**src/rtl/cnt_pwm_pkg.sv**
```systemverilog
// Shared types and constants for the counter-driven PWM generator.
// Optional polarity inversion is controlled by the CNT_PWM_INVERT_EN macro.
package cnt_pwm_pkg;

  localparam int CNT_W_DEF  = 4;
  localparam int PCNT_W_DEF = 8;

  typedef enum logic [1:0] {
    IDLE = 2'd0,
    ARM  = 2'd1,
    RUN  = 2'd2,
    STOP = 2'd3
  } state_e;

  function automatic int cnt_max(input int width);
    return (1 << width) - 1;
  endfunction

endpackage

```
**src/rtl/cnt_prd_det.sv**
```systemverilog
// Period-start detector: flags the cycle where the upstream counter arrives at zero
// from a non-zero value, so a counter parked at zero yields only one start.
module cnt_prd_det
  import cnt_pwm_pkg::*;
#(
  parameter int CNT_W = CNT_W_DEF
) (
  input  logic             i_clk,
  input  logic             i_rst_n,
  input  logic [CNT_W-1:0] i_cnt,
  output logic             o_ps
);

  logic [CNT_W-1:0] r_cnt_prev;
  logic             r_prev_vld;

  always_ff @(posedge i_clk or negedge i_rst_n) begin
    if (!i_rst_n) begin
      r_cnt_prev <= '0;
      r_prev_vld <= 1'b0;
    end else begin
      r_cnt_prev <= i_cnt;
      r_prev_vld <= 1'b1;
    end
  end

  assign o_ps = r_prev_vld & (i_cnt == '0) & (r_cnt_prev != '0);

endmodule

```
**src/rtl/cnt_pwm_gen.sv**
```systemverilog
// PWM generator slaved to the free-running upstream counter, with double-buffered duty.
// Define CNT_PWM_INVERT_EN to add the i_pol input that XORs the registered output.
module cnt_pwm_gen
  import cnt_pwm_pkg::*;
#(
  parameter int CNT_W  = CNT_W_DEF,
  parameter int PCNT_W = PCNT_W_DEF
) (
  input  logic              i_clk,
  input  logic              i_rst_n,
  input  logic [CNT_W-1:0]  i_cnt_in,
  input  logic              i_en,
  input  logic [CNT_W-1:0]  i_duty_in,
  input  logic              i_duty_vld,
`ifdef CNT_PWM_INVERT_EN
  input  logic              i_pol,
`endif
  output logic              o_duty_rdy,
  output logic              o_pwm_out,
  output logic              o_prd_start,
  output logic [PCNT_W-1:0] o_prd_cnt,
  output logic              o_busy
);

  localparam logic [PCNT_W-1:0] PCNT_MAX = PCNT_W'(cnt_max(PCNT_W));

  state_e             r_state;
  state_e             w_state_nxt;
  logic               r_pwm;
  logic               w_pwm_nxt;
  logic               r_prd_start;
  logic [PCNT_W-1:0]  r_prd_cnt;
  logic [CNT_W-1:0]   r_shadow;
  logic [CNT_W-1:0]   r_active;
  logic               r_pending;
  logic               w_ps;
  logic               w_accept;
  logic               w_take;
  logic [CNT_W-1:0]   w_duty_eff;
  logic               w_cmp;
  logic               w_pol;

`ifdef CNT_PWM_INVERT_EN
  assign w_pol = i_pol;
`else
  assign w_pol = 1'b0;
`endif

  cnt_prd_det #(
    .CNT_W (CNT_W)
  ) u_det (
    .i_clk   (i_clk),
    .i_rst_n (i_rst_n),
    .i_cnt   (i_cnt_in),
    .o_ps    (w_ps)
  );

  // The shadow is only writable while empty, so an accept never coincides with a take.
  assign w_accept   = i_duty_vld & ~r_pending;
  assign w_take     = w_ps & r_pending;
  assign w_duty_eff = w_take ? r_shadow : r_active;
  assign w_cmp      = (i_cnt_in < w_duty_eff);

  always_comb begin
    w_state_nxt = r_state;
    w_pwm_nxt   = 1'b0;
    case (r_state)
      IDLE: begin
        if (i_en) w_state_nxt = ARM;
      end
      ARM: begin
        if (!i_en) begin
          w_state_nxt = IDLE;
        end else if (w_ps) begin
          w_state_nxt = RUN;
          w_pwm_nxt   = w_cmp;
        end
      end
      RUN: begin
        if (w_ps && !i_en) begin
          w_state_nxt = IDLE;
        end else begin
          w_pwm_nxt = w_cmp;
          if (!i_en) w_state_nxt = STOP;
        end
      end
      STOP: begin
        if (i_en) begin
          w_state_nxt = RUN;
          w_pwm_nxt   = w_cmp;
        end else if (w_ps) begin
          w_state_nxt = IDLE;
        end else begin
          w_pwm_nxt = w_cmp;
        end
      end
      default: w_state_nxt = IDLE;
    endcase
  end

  always_ff @(posedge i_clk or negedge i_rst_n) begin
    if (!i_rst_n) begin
      r_state     <= IDLE;
      r_pwm       <= 1'b0;
      r_prd_start <= 1'b0;
    end else begin
      r_state     <= w_state_nxt;
      r_pwm       <= w_pwm_nxt ^ w_pol;
      r_prd_start <= w_ps;
    end
  end

  always_ff @(posedge i_clk or negedge i_rst_n) begin
    if (!i_rst_n) begin
      r_prd_cnt <= '0;
    end else if (w_ps && (r_state == RUN || r_state == STOP) && (r_prd_cnt != PCNT_MAX)) begin
      r_prd_cnt <= r_prd_cnt + PCNT_W'(1);
    end
  end

  always_ff @(posedge i_clk or negedge i_rst_n) begin
    if (!i_rst_n) begin
      r_shadow  <= '0;
      r_active  <= '0;
      r_pending <= 1'b0;
    end else begin
      if (w_take) r_active <= r_shadow;
      if (w_accept) begin
        r_shadow  <= i_duty_in;
        r_pending <= 1'b1;
      end else if (w_take) begin
        r_pending <= 1'b0;
      end
    end
  end

  assign o_duty_rdy  = ~r_pending;
  assign o_pwm_out   = r_pwm;
  assign o_prd_start = r_prd_start;
  assign o_prd_cnt   = r_prd_cnt;
  assign o_busy      = (r_state != IDLE);

endmodule
```
**config.mk**
```make
export PLATFORM = sky130hd
export DESIGN_NAME = cnt_pwm_gen
export DESIGN_NICKNAME = d
export VERILOG_FILES = /design/src/rtl/cnt_pwm_pkg.sv /design/src/rtl/cnt_prd_det.sv /design/src/rtl/cnt_pwm_gen.sv
export SDC_FILE = /design/constraint.sdc
export NUM_CORES = 1
export LEC_CHECK = 0
export CAP_MARGIN = 20
export CORE_MARGIN = 1.5
export CORE_UTILIZATION = 52
export DETAILED_ROUTE_END_ITERATION = 7
export PLACE_DENSITY = 0.79
export RECOVER_POWER = 25
export SYNTH_ARGS = -nofsm -noshare
export SYNTH_HDL_FRONTEND = slang
export SYNTH_SLANG_ARGS = --single-unit
```
**constraint.sdc**
```tcl
create_clock -name i_clk -period 7.35 [get_ports i_clk]
set_input_delay 1.47 -clock i_clk [delete_from_list [all_inputs] [get_ports i_clk]]
set_output_delay 1.47 -clock i_clk [all_outputs]
set_load 0.02 [all_outputs]
```
* Word-level counts from Yosys, hierarchy flattened *
Index checks and enable logic that the tools add are counted.

operators by class
  $add $sub $neg = 1
  shift-type cells = 0
  $mul = 0
  reduce and logical (&&, ||, !) cells = 11
  eq/ne operators = 8
  order comparisons = 1
  divide/modulo/power cells = 0
  bitwise gates (word level) = 5
  multiplexer cells = 17

operators with widths
  kind                                                  count
  two-way mux 2 bit                                     7
  inequality test 3 bit (second input constant)         3
  adder 8 x 1 -> 8 bit (second input constant)          1
  inequality test 8 bit (second input constant)         1
  case mux 2 bit (4 select lines)                       1
  two-way mux 1 bit                                     7
  bitwise AND 1 bit                                     4
  equality test 2 bit (second input constant)           2
  logical NOT 4 bit                                     1
  less-than comparator 4 bit                            1
  two-way mux 4 bit                                     1
  AND reduction 4 bit                                   1
  nonzero test 2 bit                                    2
  nonzero test 4 bit                                    1
  logical AND 1 bit                                     3
  case mux 1 bit (3 select lines)                       1
  equality test 2 x 1 -> 1 bit (second input constant)  1
  logical NOT 2 bit                                     1
  inequality test 2 bit (second input constant)         1
  logical NOT 1 bit                                     1
  logical OR 1 bit                                      1
  inverter 1 bit                                        1

storage, ports and cells
  memories = 0
  latch bits = 0
  output and inout bits = 12
  bits in writable memories = 0
  memory bits (read-only) = 0
  register bits = 26
  bits of input ports = 12
  word-level logic and storage cells = 52

* Depth between registers and ports, before layout *
Gate-level depths: netlist (run 1).

  depth after elaboration = 9
  mapped depth = 8
  gate-level depth less buffers = 8

* By module *
A second synthesis (run 1) with hierarchy kept.

second synthesis, totals
  cells, all modules = 91
  area total of the unflattened synthesis = 1116.1 µm²

modules (own cells, without submodules)
  module       instances  area an instance (µm²)  sequential area each (µm²)  cells an instance
  cnt_pwm_gen  1          967.2                   525.5                       82
  cnt_prd_det  1          148.9                   125.1                       9

* Least setup slack after synthesis (run 1) *
Ideal clock, no wire load.

  kind = input-to-reg
  start = input i_cnt_in[0]
  end = register r_pwm, in the netlist o_pwm_out
  setup time = 87 ps
  slack = 3663 ps
  path buffers = 0
  cell stages on the path = 7
  data required time = 7263 ps
  arrival time = 3600 ps
  cells stage by stage = or4b_4 > nor4_4 > mux2i_1 > ha_1 > a21o_1 > a221o_1 > a211oi_2

between the ends
  cells in the longest elaborated chain, start to end = 9
  elaborated cells between the ends (all ways) = 13
  those cells by class = 1 x order compare; 7 x mux; 3 x bitwise; 2 x reduce/logical

ends and longest elaborated chain
  what                                         RTL line                              RTL
  start, declared                              cnt_pwm_gen.sv:11                     input logic [CNT_W-1:0] i_cnt_in,
  logical NOT 4 bit                            cnt_prd_det.sv:27                     assign o_ps = r_prev_vld & (i_cnt == '0) & (r_cnt_prev != '0);
  bitwise AND 1 bit (2 in a row)               cnt_prd_det.sv:27
  bitwise AND 1 bit                            cnt_pwm_gen.sv:60                     assign w_take = w_ps & r_pending;
  two-way mux 4 bit                            -
  less-than comparator 4 bit                   cnt_pwm_gen.sv:62                     assign w_cmp = (i_cnt_in < w_duty_eff);
  two-way mux 1 bit, on equally long branches  cnt_pwm_gen.sv:91, cnt_pwm_gen.sv:74
  two-way mux 1 bit, on equally long branches  cnt_pwm_gen.sv:88, cnt_pwm_gen.sv:72
  case mux 1 bit (3 select lines) *            cnt_pwm_gen.sv:67                     case (r_state)
  net w_pwm_nxt                                cnt_pwm_gen.sv:30                     logic w_pwm_nxt;
  end signal, assigned                         cnt_pwm_gen.sv:108                    r_pwm <= w_pwm_nxt ^ w_pol;
  end, declared                                cnt_pwm_gen.sv:29                     logic r_pwm;

Mark *: on every way through the listed nets, which the timed path passes. The rest lies on a longest branch.
A chain may end at the register's enable or synchronous reset.

* Worst setup path in the final report (run 1) *
Ends and elaborated chain as after synthesis.

==> results of run 1 <==
-- layout by cell type, fill, tap and decap left out, types with 2 or more instances in the layout --
cell type	Yosys	routed
nand3_1	3	3
inv_1	7	7
ha_1	4	4
a21oi_1	2	2
dfrtp_1	26	26
nand4_1	3	3
mux2i_1	4	4
nor2_1	2	2
dlygate4sd3_1	0	5
and3_1	2	2
mux2_2	8	8
nor4_4	2	2
and2_1	2	2
nor2b_1	3	3
nor4_2	2	2
clkdlybuf4s50_1	0	18
xnor2_1	5	5
clkbuf_4	0	3
-- worst min-delay path by stage --
| stage | startpoint | to | cells after the start |
|---|---|---|---|
| 6_report | r_active[2] | r_active[2] | 2 |
| 5_1_grt | r_active[1] | r_active[1] | 1 |
| 4_1_cts | r_active[2] | r_active[2] | 2 |
| 3_5_place_dp | r_active[2] | r_active[2] | 2 |
| 3_3_place_gp | r_active[3] | r_active[3] | 2 |
| 2_1_floorplan | r_active[2] | r_active[2] | 2 |
-- where the power goes --
group / internal [mW] / switching [mW] / leakage (nW) / total, mW
Sequential: 0.161 / 0.00820 / 0.331 / 0.169
Clock: 0.0191 / 0.0370 / 0.0138 / 0.0562
Combinational: 0.0287 / 0.0248 / 0.298 / 0.0535
-- sequential cells by signal, indices dropped and copies added, names as in the netlist --
signal and count:
o_prd_cnt 8, r_shadow 4, r_pending 1, u_det.r_prev_vld 1, r_state 2, o_prd_start 1
r_active 4, o_pwm_out 1, u_det.r_cnt_prev 4
-- through the flow --
step	hold slack, ns	setup WS (ns)
floorplan	0.452	3.66
global placement	0.483	3.12
detailed placement	0.479	3.00
CTS	0.509	3.34
global route	0.530	3.09
finish	0.504	3.21
-- cell type report --
type                       instances  area (sq um)  share of cell area, %
inverter                           7          26.3                   1.78
sequential                        26           651                   44.0
clock buffer                       3          22.5                   1.52
timing repair buffer              24           245                   16.6
multi-input combinational         56           500                   33.8
tap                               28          35.0                   2.37
-- worst max-delay path: stages --
cell	delay [ns]
dlygate4sd3_1	0.58
or4b_4	0.61
nor4_4	0.44
mux2i_1	0.29
ha_1	0.28
a21o_1	0.18
a221o_1	0.32
a211oi_2	0.20
-- layer usage --
metal,track usage (%),routed length [um],vias to the layer above
li1,-,-,370
met1,22.0,857,370
met2,32.0,1080,13
met3,4.46,66,0
met4,4.50,0,0
met5,0,0,-
-- cell families after synthesis --
| kind of cell | count (synthesis) | share of synthesized area [%] |
|---|---|---|
| simple gates | 23 | 15.8 |
| compound gates | 10 | 6.59 |
| buf+inv | 7 | 2.23 |
| fa+ha+maj | 4 | 4.25 |
| mux | 12 | 11.1 |
| flops | 26 | 55.3 |
| xor+xnor | 6 | 4.46 |
| other cells | 1 | 0.319 |
==> impl_results.md, run 1 <==
- Max Slew Vio Count: 0
- Clk buf depth: 2
- Top-area cell type share of the netlist area: 55.3%
- RSZ-0062 raised after global routing: no
- Nets@finish: 134
- Antenna cells: 0
- Post-CTS Hold Buffers: 0
- Final Hold Viols: 0
- Initial antenna violation count: 0
- Design Power: 279 uW
- Fillers: 176
- Largest net degree at the start of global routing: 15
- Fin util: 68.2%
- Clock latency on the worst-skew pair: 0.31 ns
- Worst Skew: 0.00232 ns
- WP data arrival: 4.37 ns
- Initial core utilization: 54.3%
- Critical-path maximum fanout: 6
- Crit Path Class: primary input to flop
- CTS tree: done
- R2r startpoint: u_det.r_prev_vld
- Worst r2r path cells: 7
- Via count: 753
- First-pass GRT wire length: 3420 um
- FMAX: 242 MHz
- Startpoint types: primary input
- Share of layout cells above drive strength 1: 17.2%
- Relative slew margins: 59.7%
- PD cells: 188 mW/mm^2
- Distinct cells, synth: 29
- CP startpoint: i_cnt_in[0]
- Yosys reg bits: 26
- Critical Path RT: 7.58 ns
- Syn nets: 105
- Worst hold path type: flop to flop
- Fin crit share: 56.3%
- GR Overflow Total: 0
- CTS buffer count: 3
- Crit path to: o_pwm_out
- Die width: 50.6 um
- Crit. End Element: flop
- Synth top cells by count: dfrtp_1, mux2_2, inv_1
- Peak supply drop: 0.147 mV
- Post-synth ARST share: 100%
- Core ar.: 0.00217 sq mm
- Antenna-violating nets left: 0
- Top post-synthesis cells by area: dfrtp_1, mux2_2, ha_1, xnor2_1, nor4_4
- Vias per cell: 5.23
- Post-DP Area: 0.00146 sq mm
- Gr usage total: 18.1%
- Yosys Warn Count: 0
- Min cycle time layout: 4.14 ns
- Routability cong.: 0.863
- Worst slew pin tran: 0.603 ns
- Die Area: 0.00256 sq mm
- Max-cap violations: 0
- Syn-to-layout area delta: 25.7%
- Final Cell Area: 0.00148 sq mm
- Wire length per cell: 13.9 um
- Ports: 24
- Synthesized area per cell: 13.2 sq um
- Number of synthesized flops with an enable pin: 0
- Port bufs: 23
- Leakage Power: 0.642 nW
- Post-synthesis instance total: 89
- Final setup TNS: 0 ns
- Post-Syn Area: 0.00118 sq mm
- Initial drt markers: 10
- Status: complete, no violations
- WL final: 2010 um
- RR Endpoint: o_pwm_out
- CTS-repair resized insts: 0
- CTS Root Cell: clkbuf_4
- TritonRoute pass-1 iters: 4
- Finished Layout Cells: 144
- Clk sinks: 26
- Clk slew on worst S/H paths: 0.12 ns
- Die height: 50.6 um
- Site Rows: 17
- Post-route DRC: 0
- H-tree depth: 1
- Post-synth top area cell: dfrtp_1
- Register area share after synthesis: 55.3%
- Ys flop type: dfrtp_1
- Final HPWL DP: 1600 um
- Placed cell count: 141
- Post-CTS Setup Inserts: 0
- Number of global-route vias before repair: 776
- Top-count cell post-synth: dfrtp_1
- R2R setup slack: 4.71 ns
- Setup-failing EPs final: 0
Power figures use the tool's default switching activity.
==> run 2, diff against run 1 <==
--- a/config.mk
+++ b/config.mk
@@ -7,9 +7,9 @@
 export LEC_CHECK = 0
 export CAP_MARGIN = 20
 export CORE_MARGIN = 1.5
-export CORE_UTILIZATION = 52
+export CORE_UTILIZATION = 49
 export DETAILED_ROUTE_END_ITERATION = 7
-export PLACE_DENSITY = 0.79
+export PLACE_DENSITY = 0.75
 export RECOVER_POWER = 25
 export SYNTH_ARGS = -nofsm -noshare
 export SYNTH_HDL_FRONTEND = slang
==> constraint.sdc (replaced) <==
create_clock -name i_clk -period 4.3 [get_ports i_clk]
set_input_delay 0.86 -clock i_clk [delete_from_list [all_inputs] [get_ports i_clk]]
set_output_delay 0.86 -clock i_clk [all_outputs]
set_load 0.02 [all_outputs]
==> run 2 against run 1 <==
Sequential share of layout area down 0.84 points. Hold slack better by 0.0076 ns. Via count up 6.0%. First-iteration DRC count down 50%. Global-route usage up 0.51 points. Critical path depth unchanged. Clock skew up 0.0029 ns. Core utilization down 0.66 points. Register-to-register slack worse by 3.1 ns. Critical path type unchanged.
==> impl_results.md, run 2 (synthesis gave the netlist of run 1 again) <==
- Final setup TNS: 0 ns
- Crit Path Class: primary input to flop
- CTS tree: done
- Clock latency on the worst-skew pair: 0.32 ns
- TritonRoute pass-1 iters: 4
- Crit. End Element: flop
- Final worst slack: 0.760 ns
- Clk sinks: 26
- Number of global-route vias before repair: 786
- Critical Path RT: 4.56 ns
- CTS buffer count: 3
- Final Cell Area: 0.00151 sq mm
- Critical-path maximum fanout: 6
- Ports: 24
- Nets@finish: 136
- Worst slew pin tran: 0.550 ns
- Post-route DRC: 0
- PD cells: 334 mW/mm^2
- Share of layout cells above drive strength 1: 19.3%
- Min cycle time layout: 3.54 ns
- CTS Root Cell: clkbuf_4
- Worst Skew: 0.00524 ns
- CTS-repair resized insts: 0
- Core ar.: 0.00223 sq mm
- Die width: 52.0 um
- Fin crit share: 82.3%
- Final HPWL DP: 1640 um
- Fin util: 67.6%
- Status: complete, no violations
- Most common cell after layout, fill and taps aside: dfrtp_1
- Antenna cells: 0
- FMAX: 282 MHz
- WP data arrival: 3.80 ns
- Initial drt markers: 5
- Max-cap violations: 0
- Setup-failing EPs final: 0
- Vias per cell: 5.43
- Startpoint types: primary input
- Worst hold path type: flop to flop
- Initial antenna violation count: 0
- Via count: 798
- Post-CTS Setup Inserts: 0
- Syn-to-layout area delta: 28.2%
- Clk slew on worst S/H paths: 0.14 ns
- Initial core utilization: 52.7%
- Max reg flops: 8
- First-pass GRT wire length: 3630 um
- Routability cong.: 0.857
- Gr usage total: 18.6%
- Final Hold Viols: 0
- Design Power: 504 uW
- Post-DP Area: 0.00147 sq mm
- Wire length per cell: 14.4 um
- WL final: 2110 um
- Most frequent cells in the layout: dfrtp_1, clkdlybuf4s50_1, mux2_2, inv_1
- GR Overflow Total: 0
- Antenna-violating nets left: 0
- Post-CTS Hold Buffers: 0
- H-tree depth: 1
- Largest net degree at the start of global routing: 16
- Die height: 52.0 um
- Clk buf depth: 2
- Die Area: 0.00271 sq mm
- Leakage Power: 0.658 nW
- Setup WS pre-CTS: 0.531 ns
- Peak supply drop: 0.238 mV
- Relative slew margins: 63.2%
- Max Slew Vio Count: 0
- RSZ-0062 raised after global routing: no
- Site Rows: 17
- Port bufs: 23
## run 2: per-stage QoR
stage                     hold WS, ns  cells
final                           0.511    147
after global routing            0.534    147
after CTS                       0.510    147
after detailed placement        0.478    143
after global placement          0.473    142
after floorplan                 0.452     89
## run 2: power by group
group	total (mW)	internal [mW]	switching, mW
clock network	0.124	0.0518	0.0718
logic	0.0918	0.0499	0.0419
registers	0.288	0.275	0.0136
## run 2: cell type report
cell class	count	area (sq um)
inverters	7	26.3
repair buffers	26	260
flip-flops and latches	26	651
fillers	183	724
well taps	28	35.0
clock buffers	4	36.3
multi-input cells	56	500
## run 2: worst max-delay path, stage by stage
cell,delay [ns]
dlygate4sd3_1,0.59
or4b_4,0.61
nor4_4,0.48
mux2i_1,0.30
ha_1,0.28
a21o_1,0.19
a221o_1,0.30
a211oi_2,0.19
## run 2: worst paths after layout
path | to | start | depth (start not counted) | slack [ns]
setup reg to reg | o_pwm_out | u_det.r_prev_vld | 7 | 1.63
hold / removal | r_active[2] | r_active[2] | 2 | 0.51
setup / recovery | o_pwm_out | i_cnt_in[0] | 8 | 0.76
hold reg to reg | r_active[2] | r_active[2] | 2 | 0.51
max in group asynchronous | r_active[2] | i_rst_n | 2 | 2.87
min in group asynchronous | o_prd_cnt[6] | i_rst_n | 1 | 0.94
## run 2: routing by layer
layer / vias up / global-route usage [%] / share of wire (%)
met5: - / 0 / 0
met4: 0 / 7.89 / 2.0
met3: 5 / 3.74 / 3.9
met2: 20 / 29.1 / 47
met1: 392 / 25.0 / 47
li1: 381 / - / -
